**config.mk**
```make
export PLATFORM = sky130hd
export DESIGN_NAME = mem_port_arbiter
export DESIGN_NICKNAME = d
export VERILOG_FILES = /design/src/rtl/mem_port_arbiter.sv
export SDC_FILE = /design/constraint.sdc
export NUM_CORES = 1
export LEC_CHECK = 0
export ABC_CLOCK_PERIOD_IN_PS = 14230
export BUFFER_PORTS_ARGS = -buffer_cell sky130_fd_sc_hd__buf_2
export CORE_MARGIN = 4
export CORE_UTILIZATION = 51
export DETAILED_ROUTE_END_ITERATION = 16
export PLACE_DENSITY = 0.85
export SLEW_MARGIN = 20
export SYNTH_ARGS = -nofsm -noshare
export SYNTH_HDL_FRONTEND = slang
export SYNTH_SLANG_ARGS = --single-unit
```
**constraint.sdc**
```tcl
create_clock -name clk -period 14.23 [get_ports clk]
set_input_delay 2.1345 -clock clk [delete_from_list [all_inputs] [get_ports clk]]
set_output_delay 2.1345 -clock clk [all_outputs]
set_load 0.01 [all_outputs]
```
**src/rtl/mem_port_arbiter.sv**
```systemverilog
// mem_port_arbiter: shares one memory port between CPU and DMA; define ARB_RR_EN for round-robin instead of fixed priority with starvation guard
`timescale 1ns/1ps
module mem_port_arbiter #(
  parameter int AW       = 32,
  parameter int DW       = 32,
  parameter int MEM_LAT  = 1,
  parameter int MAX_WAIT = 8
) (
  input  logic          clk,
  input  logic          rst,
  input  logic          cpu_req,
  input  logic          cpu_we,
  input  logic [AW-1:0] cpu_addr,
  input  logic [DW-1:0] cpu_wdata,
  output logic [DW-1:0] cpu_rdata,
  output logic          cpu_ack,
  output logic          cpu_stall,
  input  logic          dma_req,
  input  logic          dma_we,
  input  logic [AW-1:0] dma_addr,
  input  logic [DW-1:0] dma_wdata,
  output logic [DW-1:0] dma_rdata,
  output logic          dma_ack,
  output logic          mem_en,
  output logic          mem_we,
  output logic [AW-1:0] mem_addr,
  output logic [DW-1:0] mem_wdata,
  input  logic [DW-1:0] mem_rdata,
  output logic          arb_busy,
  output logic          arb_owner
);
  typedef enum logic [1:0] {IDLE, ISSUE, WAIT, ACK} state_t;
  state_t        state_q, state_d;
  logic [3:0]    lat_q, lat_d, wait_q, wait_d;
  logic          last_q, last_d, own_q, own_d, we_q, we_d, gnt_dma;
  logic [AW-1:0] addr_q, addr_d;
  logic [DW-1:0] wdata_q, wdata_d, cpu_rdata_q, cpu_rdata_d, dma_rdata_q, dma_rdata_d;
  logic          mem_en_q, mem_we_q, cpu_ack_q, dma_ack_q, busy_q;
`ifdef ARB_RR_EN
  assign gnt_dma = dma_req & (~cpu_req | ~last_q);
`else
  assign gnt_dma = dma_req & (~cpu_req | (wait_q == 4'(MAX_WAIT)));
`endif
  // Sequence grant, issue, latency wait and ack; latch the winner's fields and capture read data
  always_comb begin
    state_d     = state_q;
    lat_d       = lat_q;
    wait_d      = wait_q;
    last_d      = last_q;
    own_d       = own_q;
    we_d        = we_q;
    addr_d      = addr_q;
    wdata_d     = wdata_q;
    cpu_rdata_d = cpu_rdata_q;
    dma_rdata_d = dma_rdata_q;
    case (state_q)
      IDLE: if (cpu_req | dma_req) begin
        state_d = ISSUE;
        own_d   = gnt_dma;
        last_d  = gnt_dma;
        we_d    = gnt_dma ? dma_we : cpu_we;
        addr_d  = gnt_dma ? dma_addr : cpu_addr;
        wdata_d = gnt_dma ? dma_wdata : cpu_wdata;
`ifndef ARB_RR_EN
        wait_d  = gnt_dma ? 4'd0 : (dma_req && wait_q != 4'(MAX_WAIT)) ? wait_q + 4'd1 : wait_q;
`endif
      end
      ISSUE: begin
        state_d = WAIT;
        lat_d   = 4'(MEM_LAT);
      end
      WAIT: begin
        lat_d = lat_q - 4'd1;
        if (lat_q == 4'd1) begin
          state_d     = ACK;
          cpu_rdata_d = (!we_q && !own_q) ? mem_rdata : cpu_rdata_q;
          dma_rdata_d = (!we_q && own_q) ? mem_rdata : dma_rdata_q;
        end
      end
      default: state_d = IDLE;
    endcase
  end
  // State and registered outputs, derived from the next state so they line up with it
  always_ff @(posedge clk or posedge rst) begin
    if (rst) begin
      state_q     <= IDLE;
      lat_q       <= '0;
      wait_q      <= '0;
      last_q      <= 1'b1;
      own_q       <= 1'b0;
      we_q        <= 1'b0;
      addr_q      <= '0;
      wdata_q     <= '0;
      cpu_rdata_q <= '0;
      dma_rdata_q <= '0;
      mem_en_q    <= 1'b0;
      mem_we_q    <= 1'b0;
      cpu_ack_q   <= 1'b0;
      dma_ack_q   <= 1'b0;
      busy_q      <= 1'b0;
    end else begin
      state_q     <= state_d;
      lat_q       <= lat_d;
      wait_q      <= wait_d;
      last_q      <= last_d;
      own_q       <= own_d;
      we_q        <= we_d;
      addr_q      <= addr_d;
      wdata_q     <= wdata_d;
      cpu_rdata_q <= cpu_rdata_d;
      dma_rdata_q <= dma_rdata_d;
      mem_en_q    <= state_d == ISSUE;
      mem_we_q    <= (state_d == ISSUE) & we_d;
      cpu_ack_q   <= (state_d == ACK) & ~own_d;
      dma_ack_q   <= (state_d == ACK) & own_d;
      busy_q      <= state_d != IDLE;
    end
  end
  assign cpu_rdata = cpu_rdata_q;
  assign cpu_ack   = cpu_ack_q;
  assign cpu_stall = cpu_req & ~cpu_ack_q;
  assign dma_rdata = dma_rdata_q;
  assign dma_ack   = dma_ack_q;
  assign mem_en    = mem_en_q;
  assign mem_we    = mem_we_q;
  assign mem_addr  = addr_q;
  assign mem_wdata = wdata_q;
  assign arb_busy  = busy_q;
  assign arb_owner = own_q;
endmodule

```
Yosys cells after proc, flatten, opt, wreduce, memory -nomap -nowiden
Index checks and enable logic that the tools add are counted.

storage, ports and cells
  flip-flop bits (word level) = 145
  input bits = 166
  output and inout port bits = 135
  word-level logic and storage cells = 59

operators by class
  add/subtract/negate cells = 2
  equal/unequal tests = 7
  mux-type cells = 13
  bitwise logic cells = 10
  reduce and logical (&&, ||, !) cells = 13

operator list
  operator               count
  $mux W32               2
  $reduce_and A3 Y1      3
  $mux W4                2
  $pmux W4 S2            1
  $pmux W2 S3            1
  $reduce_bool A2 Y1     3
  $and A1 B1 Y1          5
  $mux W1                5
  $add A4 B1 Y4 const B  1
  $eq A2 B1 Y1 const B   2
  $eq A2 B2 Y1 const B   2
  $eq A4 B1 Y1 const B   1
  $eq A4 B4 Y1 const B   1
  $mux W2                2
  $ne A4 B4 Y1 const B   1
  $sub A4 B1 Y4 const B  1
  $logic_and A1 B1 Y1    3
  $not A1 Y1             3
  $logic_not A1 Y1       2
  $logic_not A2 Y1       1
  $or A1 B1 Y1           2
  $reduce_and A2 Y1      1

Longest topological paths before layout
  depth after elaboration = 7
  gate-level depth with buffers = 8
  depth with buffers taken out = 5

Least setup slack after synthesis
Ideal clock, no wire load.

  kind = input to output
  start point = input cpu_req
  end point = output cpu_stall
  data arrival time = 2526 ps
  setup slack = 9569 ps
  stages on the path = 3
  path buffers = 1
  cells stage by stage = buf_2 -> inv_1 -> nor2_1

on the way
  longest elaborated chain between the ends = 1

ends and longest elaborated chain
  what                line  RTL
  start: declaration  11    input logic cpu_req,
  $and A1 B1 Y1       121   assign cpu_stall = cpu_req & ~cpu_ack_q;
  end: declaration    17    output logic cpu_stall,

Every way passes these cells.

Worst setup path after layout
Same ends and word-level chain as after synthesis.

==> metrics <==
multi-input logic area=2668 um2; vias in the first global route=5756; DR top layer=met4; post-synthesis sequential area ratio=55.59%; DP HPWL=12.82 mm; clock skew=0.008830 ns; routed vias/inst=5.463; Max Clk Rate=0.1828 GHz; Worst EP required=12.10 ns; area of placed instances=8127 um2; most frequent cells in the layout=buf_2, dfrtp_1, nand2_1, o211ai_1, nand4_1; clock transition at the registers of the reported paths=0.06 ns; PwrDens=230.7 nW/um2; Final Hold Vio Count=0; ant diodes=0; Post-Syn Instances=589; Tcrit/Tclk final=38.45%; share of layout cells above drive strength 1=46.64%; internal power=1.287 mW; Max Cap Violations=0; Finished Cell Area=8753 um2; clk_lat worst skew=0.40 ns; clock share of power=23.1%; fillcell total=922; Routed met2 length=9.021 mm; DIE HEIGHT=121.1 um; CTS tree=done; Starting Density=51.94%; DRT iter0 DRCs=400; post-route insts no fill=1051; Yosys reg bits=145; crit path from=cpu_req; R2R Path End=mem_we$_DFF_PP0_; Sw Pwr=0.7321 mW; Yosys cell types=38; CTS Buf Count=17; routability cong.=0.7871; fin crit period=5.471 ns; largest net degree at the start of global routing=81; DRT Pass-1 Iters=7; initial antenna violation count=0; Rel. slew slack=36.03%; Die Area=14670 um2; cts hold-fix bufs=0; Slew Viols, Final=0; Setup Buffers After CTS=0; Critical Path Sink=cpu_stall; Sw Share=36.26%; unrepaired setup endpoints after global routing=no; grt total ovfl=0; row cnt=41; setup TNS=0 ns; CP endpoint kind=output port; # setup viols final=0; dpl cells=1019; die width=121.1 um; combinational power share=40.9%; DRC=0; worst endpoint data arrival time=3.34 ns; Core Footprint=12570 um2; first-pass GRT wire length=29.01 mm; Routed wire per std cell=17.43 um; Final ANT Viol Nets=0; worst vdd ir=0.1000 mV; crit-path cells=buf_2 > buf_4 > inv_1 > nor2_1 > buf_2; WP buf/inv=4; Worst Tran Pin Value=0.9596 ns; Critical Path Start Type=primary input; H-tree lvl count=4; Worst R2R Start=state_q[0]$_DFF_PP0_; status=completed; Reg power frac=35.9%; Worst path most repeated cell=buf_2; DRT met1 WL=7.233 mm; area of the mapped netlist=6528 um2; # nets final=1039; hold crit path type=reg -> reg; Detail Route met3 WL=1.549 mm; all-layer global routing usage=24.87%; critical path type=in -> out; PortBufs=300; Leak=4.290 nW; post-cts sizing count=0; clk root buf=clkbuf_16; Sequential cell area=3628 um2; top cell family by delay on the critical path=buffers and inverters; FF-to-FF setup slack=11.52 ns; Crit-path slowest cell=buf_4; clock sinks=145; CP max FO=73; WP depth=5; maximum buffer depth of the clock tree=2; Synthesized Nets=762; Area growth syn-to-layout=34.10%; Yosys Warn Count=0; most common cell after layout, fill and taps aside=buf_2; delay of the slowest critical-path stage=0.61 ns; R2R depth=7; # IOs=301; via count=5742; WL final=18.32 mm; syn avg cell area=11.08 um2
## synth_stat cells
cell | count | area, um2
mux2_4 | 30 | 450.4
buf_1 | 5 | 18.77
and3b_1 | 1 | 8.760
buf_2 | 7 | 35.03
clkbuf_1 | 36 | 135.1
o21ai_0 | 11 | 55.05
nor2b_1 | 2 | 12.51
mux2_1 | 1 | 11.26
o21ai_1 | 1 | 5.000
nor4_1 | 1 | 6.260
inv_1 | 11 | 41.29
nor2_1 | 2 | 7.510
dfrtp_1 | 145 | 3628
o211ai_1 | 65 | 488.0
a31oi_1 | 3 | 18.77
a311o_1 | 1 | 10.01
or3_1 | 1 | 6.260
ha_1 | 7 | 87.58
nand2b_1 | 2 | 12.51
or3b_1 | 1 | 8.760
a22o_1 | 1 | 8.760
nand4_1 | 64 | 400.4
and4_1 | 1 | 8.760
nand4b_1 | 1 | 8.760
a21oi_1 | 3 | 15.01
and3_1 | 2 | 12.51
mux2_2 | 33 | 371.6
nor3_2 | 1 | 10.01
o21a_1 | 1 | 7.510
nor3_1 | 3 | 15.01
o31ai_1 | 1 | 7.510
a311oi_1 | 1 | 8.760
nand3_1 | 5 | 25.02
nand4bb_4 | 1 | 27.53
mux2i_1 | 1 | 10.01
nor4bb_1 | 1 | 10.01
buf_6 | 3 | 33.78
nand2_1 | 133 | 499.2
## area by class of cell
| type | count | share of cell area [%] |
|---|---|---|
| sequential | 145 | 41.45 |
| multi-input combinational | 382 | 30.47 |
| timing repair buffer | 309 | 17.92 |
| clock buffer | 20 | 5.103 |
| tap | 172 | 2.459 |
| clock inverter | 12 | 2.058 |
| inverter | 11 | 0.5289 |
## layer usage
layer | global-route usage [%] | up-vias
li1 | - | 2683
met1 | 30.65 | 2763
met2 | 41.44 | 263
met3 | 6.807 | 33
met4 | 10.29 | 0
met5 | 0 | -
## power groups by stage
| stage | Sequential (mW) | Clock, mW | Combinational [mW] |
|---|---|---|---|
| floorplan | 0.804 | 0 | 0.427 |
| global placement | 0.717 | 0 | 0.813 |
| detailed placement | 0.727 | 0 | 0.834 |
| CTS | 0.726 | 0.475 | 0.836 |
| global route | 0.751 | 0.492 | 0.905 |
| finish | 0.725 | 0.467 | 0.827 |
## worst min-delay path by stage
stage,from,to,slack [ns],cells past startpoint
floorplan,lat_q[2]$_DFFE_PP0P_,lat_q[2]$_DFFE_PP0P_,0.47,1
global placement,cpu_rdata[24]$_DFFE_PP0P_,cpu_rdata[24]$_DFFE_PP0P_,0.46,1
detailed placement,cpu_rdata[24]$_DFFE_PP0P_,cpu_rdata[24]$_DFFE_PP0P_,0.47,1
CTS,cpu_rdata[24]$_DFFE_PP0P_,cpu_rdata[24]$_DFFE_PP0P_,0.49,1
global route,mem_addr[7]$_DFFE_PP0P_,mem_addr[7]$_DFFE_PP0P_,0.51,2
finish,cpu_rdata[24]$_DFFE_PP0P_,cpu_rdata[24]$_DFFE_PP0P_,0.48,1
## worst register-to-register path: stages (launching register included)
cell and delay (ns):
dfrtp_1 0.40, inv_1 0.10, ha_2 0.16, buf_4 0.56
o21a_2 0.51, buf_4 0.52, nor2_1 0.12, a311oi_1 0.25
## cell families (layout without fill, tap and decap cells)
| group | after synthesis | in the layout | synth area share, % |
|---|---|---|---|
| simple gates | 222 | 222 | 16.54 |
| flops | 145 | 145 | 55.59 |
| compound gates | 88 | 88 | 9.565 |
| mux | 65 | 65 | 12.92 |
| buf+inv | 62 | 352 | 4.044 |
| fa+ha+maj | 7 | 7 | 1.342 |
## registers in the layout (all words and copies together) (netlist names), 2 cells and up
signal	flops
state_q	2
mem_addr	32
dma_rdata	32
mem_wdata	32
wait_q	4
cpu_rdata	32
lat_q	4
## metrics by stage
step	setup WS (ns)	util, %	hold WS, ns	total power [mW]
after floorplan	8.201	-	0.4742	1.231
after global placement	8.783	64.66	0.4631	1.530
after detailed placement	8.795	64.66	0.4738	1.561
after CTS	8.797	69.65	0.4874	2.036
after global routing	8.678	69.65	0.5116	2.147
final	8.759	69.65	0.4844	2.019
No activity file was read; power rests on OpenSTA's default activity.
